**config.mk**
```make
export PLATFORM = sky130hd
export DESIGN_NAME = hs_slave_fifo_flat
export DESIGN_NICKNAME = d
export VERILOG_FILES = /design/src/rtl/hs_slave_fifo_if.sv /design/src/rtl/hs_slave_fifo.sv /design/src/flat_wrapper.sv
export SDC_FILE = /design/constraint.sdc
export NUM_CORES = 1
export LEC_CHECK = 0
export ABC_AREA = 0
export BUFFER_PORTS_ARGS = -buffer_cell sky130_fd_sc_hd__buf_2
export CAP_MARGIN = 20
export CORE_UTILIZATION = 40
export CTS_CLUSTER_DIAMETER = 200
export CTS_CLUSTER_SIZE = 40
export DETAILED_ROUTE_END_ITERATION = 12
export PLACE_DENSITY = 0.72
export REMOVE_ABC_BUFFERS = 1
export SLEW_MARGIN = 20
export SYNTH_ARGS = -nofsm -noshare
export SYNTH_HDL_FRONTEND = slang
export SYNTH_SLANG_ARGS = --single-unit
```
**constraint.sdc**
```tcl
create_clock -name clk -period 5.8 [get_ports clk]
set_clock_uncertainty 0.2 [all_clocks]
set_input_delay 0.58 -clock clk [delete_from_list [all_inputs] [get_ports clk]]
set_output_delay 0.58 -clock clk [all_outputs]
set_load 0.1 [all_outputs]
```
**src/rtl/hs_slave_fifo_if.sv**
```systemverilog
// Handshake bundle between the arbiter's per-slave channel, the FIFO and the consumer.
// master: the environment side (drives upstream beats and downstream ready).
// slave:  the FIFO side (accepts upstream beats, presents head beat).
interface hs_slave_fifo_if #(
  parameter int unsigned DATA_W = 8
) ();

  logic              in_valid;
  logic [DATA_W-1:0] in_data;
  logic              in_ready;
  logic              out_valid;
  logic [DATA_W-1:0] out_data;
  logic              out_ready;

  modport master (
    output in_valid,
    output in_data,
    output out_ready,
    input  in_ready,
    input  out_valid,
    input  out_data
  );

  modport slave (
    input  in_valid,
    input  in_data,
    input  out_ready,
    output in_ready,
    output out_valid,
    output out_data
  );

endinterface

```
**src/rtl/hs_slave_fifo.sv**
```systemverilog
// First-word-fall-through buffering stage behind an arbiter slave channel.
// Stores up to DEPTH beats in order; ready/valid depend only on registered state,
// so there is no combinational path from out_ready to in_ready.
module hs_slave_fifo #(
  parameter int unsigned DATA_W = 8,
  parameter int unsigned DEPTH  = 4,  // power of two, >= 2
  parameter int unsigned PTR_W  = 2   // must equal log2(DEPTH)
) (
  input  logic             clk,
  input  logic             rst,       // asynchronous, active-low
  hs_slave_fifo_if.slave   bus,
  output logic [PTR_W:0]   count,
  output logic             full,
  output logic             empty,
  output logic [15:0]      beat_cnt
);

  localparam logic [PTR_W:0] CntOne  = (PTR_W + 1)'(1);
  localparam logic [PTR_W:0] CntLast = (PTR_W + 1)'(DEPTH - 1);
  localparam logic [PTR_W-1:0] PtrOne = PTR_W'(1);
  localparam logic [15:0]    BeatOne = 16'd1;

  // Occupancy class; kept in step with count_q so full/empty come straight from a register.
  typedef enum logic [1:0] {
    StEmpty,
    StPartial,
    StFull
  } occ_e;

  occ_e                state_q, state_d;
  logic [DATA_W-1:0]   mem [DEPTH];
  logic [PTR_W-1:0]    wr_ptr_q, wr_ptr_d;
  logic [PTR_W-1:0]    rd_ptr_q, rd_ptr_d;
  logic [PTR_W:0]      count_q, count_d;
  logic [15:0]         beat_cnt_q, beat_cnt_d;
  logic                push, pop;

  // Handshake outputs derived from registered occupancy only.
  always_comb begin
    full          = (state_q == StFull);
    empty         = (state_q == StEmpty);
    bus.in_ready  = ~full;
    bus.out_valid = ~empty;
    bus.out_data  = empty ? '0 : mem[rd_ptr_q];
    count         = count_q;
    beat_cnt      = beat_cnt_q;
    push          = bus.in_valid & bus.in_ready;
    pop           = bus.out_valid & bus.out_ready;
  end

  // Pointer, occupancy and beat counter next-state.
  always_comb begin
    wr_ptr_d   = wr_ptr_q;
    rd_ptr_d   = rd_ptr_q;
    count_d    = count_q;
    beat_cnt_d = beat_cnt_q;
    if (push) begin
      wr_ptr_d   = wr_ptr_q + PtrOne;
      beat_cnt_d = beat_cnt_q + BeatOne;
    end
    if (pop) begin
      rd_ptr_d = rd_ptr_q + PtrOne;
    end
    unique case ({push, pop})
      2'b10:   count_d = count_q + CntOne;
      2'b01:   count_d = count_q - CntOne;
      default: count_d = count_q;
    endcase
  end

  // Occupancy FSM next-state: transitions only at the count boundaries.
  always_comb begin
    state_d = state_q;
    unique case (state_q)
      StEmpty: begin
        // pop is impossible here since out_valid is low
        if (push) state_d = StPartial;
      end
      StPartial: begin
        if (push && !pop && (count_q == CntLast)) state_d = StFull;
        else if (pop && !push && (count_q == CntOne)) state_d = StEmpty;
      end
      StFull: begin
        // push is impossible here since in_ready is low
        if (pop) state_d = StPartial;
      end
      default: state_d = StEmpty;
    endcase
  end

  // Control state registers with asynchronous reset.
  always_ff @(posedge clk or negedge rst) begin
    if (!rst) begin
      state_q    <= StEmpty;
      wr_ptr_q   <= '0;
      rd_ptr_q   <= '0;
      count_q    <= '0;
      beat_cnt_q <= '0;
    end else begin
      state_q    <= state_d;
      wr_ptr_q   <= wr_ptr_d;
      rd_ptr_q   <= rd_ptr_d;
      count_q    <= count_d;
      beat_cnt_q <= beat_cnt_d;
    end
  end

  // Storage array; deliberately not reset, stale contents are masked by empty.
  always_ff @(posedge clk) begin
    if (push) begin
      mem[wr_ptr_q] <= bus.in_data;
    end
  end

endmodule

```
**src/flat_wrapper.sv**
```systemverilog
// flat-port wrapper written by rule: the top's interface ports become plain ports
module hs_slave_fifo_flat 
#(
  parameter int unsigned DATA_W = 8,
  parameter int unsigned DEPTH  = 4,                       
  parameter int unsigned PTR_W  = 2                            
)
  (clk, rst, count, full, empty, beat_cnt, bus_in_valid, bus_in_data, bus_out_ready, bus_in_ready, bus_out_valid, bus_out_data);
  hs_slave_fifo_if #(.DATA_W(DATA_W)) bus_i ();
  input  logic clk;
  input  logic rst;
  output logic [PTR_W:0] count;
  output logic full;
  output logic empty;
  output logic [15:0] beat_cnt;
  input wire logic [$bits(bus_i.in_valid)-1:0] bus_in_valid;
  input wire logic [$bits(bus_i.in_data)-1:0] bus_in_data;
  input wire logic [$bits(bus_i.out_ready)-1:0] bus_out_ready;
  output wire logic [$bits(bus_i.in_ready)-1:0] bus_in_ready;
  output wire logic [$bits(bus_i.out_valid)-1:0] bus_out_valid;
  output wire logic [$bits(bus_i.out_data)-1:0] bus_out_data;
  assign bus_i.in_valid = bus_in_valid;
  assign bus_i.in_data = bus_in_data;
  assign bus_i.out_ready = bus_out_ready;
  assign bus_in_ready = bus_i.in_ready;
  assign bus_out_valid = bus_i.out_valid;
  assign bus_out_data = bus_i.out_data;
  hs_slave_fifo #(.DATA_W(DATA_W), .DEPTH(DEPTH), .PTR_W(PTR_W)) u_core (.clk(clk), .rst(rst), .bus(bus_i), .count(count), .full(full), .empty(empty), .beat_cnt(beat_cnt));
endmodule
```
==> results by group <==
Run status
  – Status: completed

Setup path
  – CP Data Required Time: 5.02 ns
  – CP max FO: 10
  – Crit start category: register
  – Crit path DAT: 2.07 ns
  – Kind of critical path: reg -> out
  – Setup crit end kind: output port

Placement
  – HPWL after DPL: 2931 um
  – Buffers on Ports: 42
  – Placer Congestion: 0.7240
  – Placed Instances: 285

Detailed routing
  – Detailed Routing Iterations Pass 1: 4
  – Vias: 1,458
  – DR vias/cell: 4.844
  – Final ANT Viol Nets: 0
  – DR WL/cell: 14.03 um
  – Final wirelength: 4222 um
  – DRC: 0
  – Initial DRC Count: 50

GRT
  – Largest net degree at the start of global routing: 26
  – Number of global-route vias before repair: 1,492
  – First-pass GRT wire length: 6927 um
  – Overflow after GRT: 0
  – GRT Util Overall: 14.78%
  – Initial antenna violation count: 0

Finish
  – Share of post-route cells with drive strength above 1: 31.86%
  – Diodes inserted: 0
  – Commonest non-fill, non-tap cell in the layout: buf_2
  – Fillers: 533
  – Most frequent cells in the layout: buf_2, edfxtp_1, dfrtp_1
  – Non-Filler Instances: 301
  – Nets: 244
  – Synth-to-Final Area Change: 18.12%

Timing
  – Hold WS: 0.04359 ns
  – Max-slew headroom: 61.44%
  – F_max: 0.3511 GHz
  – Min Tclk post-route: 2.848 ns
  – Fin crit share: 49.11%
  – Pins over their slew limit: 0
  – # setup viols final: 0
  – Sum Neg Setup Slack: 0 ns
  – Worst-Margin Slew: 0.5784 ns
  – Final hold violation count: 0
  – RSZ-0062 raised after global routing: false

Die
  – Die Width: 81.71 um
  – Die H: 81.71 um
  – Initial core utilization: 42.17%
  – I/O pin count: 43
  – Die Area: 6676 um2
  – Core area: 6026 um2
  – Cell Rows: 28

Synthesis
  – Syn. warnings: 0
  – Mapped cell area: 2541 um2
  – Avg Synthesized Cell Area: 14.77 um2
  – Register area share after synthesis: 62.43%
  – Synth cell types: 32
  – Syn Inst Count: 172
  – Synth Register Bits: 57

CTS
  – H-tree Lvls: 3
  – Post-CTS Resized: 0
  – TritonCTS clock tree: done
  – Setup bufs post-CTS: 0
  – Clock-pin slew on the worst setup and hold paths: 0.06 ns
  – Hold buffer count at cts: 0
  – Total CTS buffers: 9
  – Clock Path Buffers: 2
  – Clock Latency Late Sink: 0.33 ns
  – CTS Root Cell: clkbuf_8
  – Clock Sinks: 57

Worst hold path
  – Hold WC Path Type: in -> async

Flow run
  – Max capacitance violation total: 0
-- synthesized netlist by cell type --
cell type	n	area, um2
nor2_1	4	15.01
nor4_4	1	21.27
nor3_1	4	20.02
nand2b_4	1	13.76
buf_6	1	11.26
nand4_1	3	18.77
clkbuf_1	2	7.510
o21ai_0	4	20.02
a2bb2oi_1	1	8.760
ha_1	11	137.6
mux4_2	8	180.2
nand3_4	1	17.52
and3_1	6	37.54
inv_1	12	45.04
and4_4	1	11.26
a31oi_1	1	6.260
xnor2_1	13	113.9
nand2_1	11	41.29
xor2_1	7	61.31
o22ai_1	2	12.51
buf_2	1	5.000
nand4_4	2	42.54
a21oi_1	1	5.000
nand2_2	1	6.260
dfrtp_1	25	625.6
clkinv_1	1	3.750
nand3_1	4	20.02
and3_2	1	7.510
a21boi_0	1	7.510
or2_2	1	6.260
and2_1	8	50.05
edfxtp_1	32	960.9
-- path summary, 6_finish.rpt --
kind,startpoint,to,slack (ns),cells after the start
max,u_core.rd_ptr_q[0],bus_out_data[6],2.95,3
min,rst,u_core.beat_cnt[13],0.04,1
max reg2reg,u_core.state_q[0],u_core.count[2],3.82,6
min reg2reg,u_core.beat_cnt[15],u_core.beat_cnt[15],0.27,1
max in group asynchronous,rst,u_core.rd_ptr_q[1],4.98,1
min in group clk,bus_in_data[2],u_core.mem[2][2],0.27,1
-- cells by family (layout without fill, tap and decap cells) --
| group | Yosys count | in the layout | synth area share, % |
|---|---|---|---|
| flops | 57 | 57 | 62.43 |
| simple gates | 49 | 49 | 12.95 |
| fa+ha+maj | 11 | 11 | 5.416 |
| buf+inv | 17 | 71 | 2.855 |
| compound gates | 10 | 10 | 2.363 |
| mux | 8 | 8 | 7.090 |
| xor+xnor | 20 | 20 | 6.893 |
-- state kept, by name, summed over array words and instances, names as in the netlist --
name / count
u_core.mem: 32
u_core.beat_cnt: 16
u_core.count: 3
u_core.rd_ptr_q: 2
u_core.state_q: 2
u_core.wr_ptr_q: 2
-- per-layer routing --
metal,share of wire (%),track usage (%)
met2,49,25.17
met5,0,0
met4,1.4,7.368
met1,45,16.33
met3,4.9,5.222
-- stage by stage --
step	util, %	instance area, um2	setup slack [ns]
floorplan	-	2517	3.253
global placement	46.82	2821	3.307
detailed placement	46.82	2821	3.272
CTS	49.81	3002	2.903
global route	49.81	3002	2.815
finish	49.81	3002	2.952
-- critical path, stage by stage, from the launching register on --
cell and delay, ns:
dfrtp_1 0.71, mux4_2 0.58, and2_1 0.16, buf_2 0.28
-- layout make-up --
type / count / area (um2) / area share [%]
Clock buffer: 12 / 135.1 / 4.502
Inverter: 13 / 48.80 / 1.626
Tap cell: 75 / 93.84 / 3.126
Clock inverter: 4 / 45.04 / 1.501
Sequential cell: 57 / 1587 / 52.86
Timing Repair Buffer: 42 / 210.2 / 7.003
Multi-Input combinational cell: 98 / 882.1 / 29.39
Power is left out: the tool's default activity adds up to more than one toggle a clock period on the data nets, which glitch-free logic cannot reach.
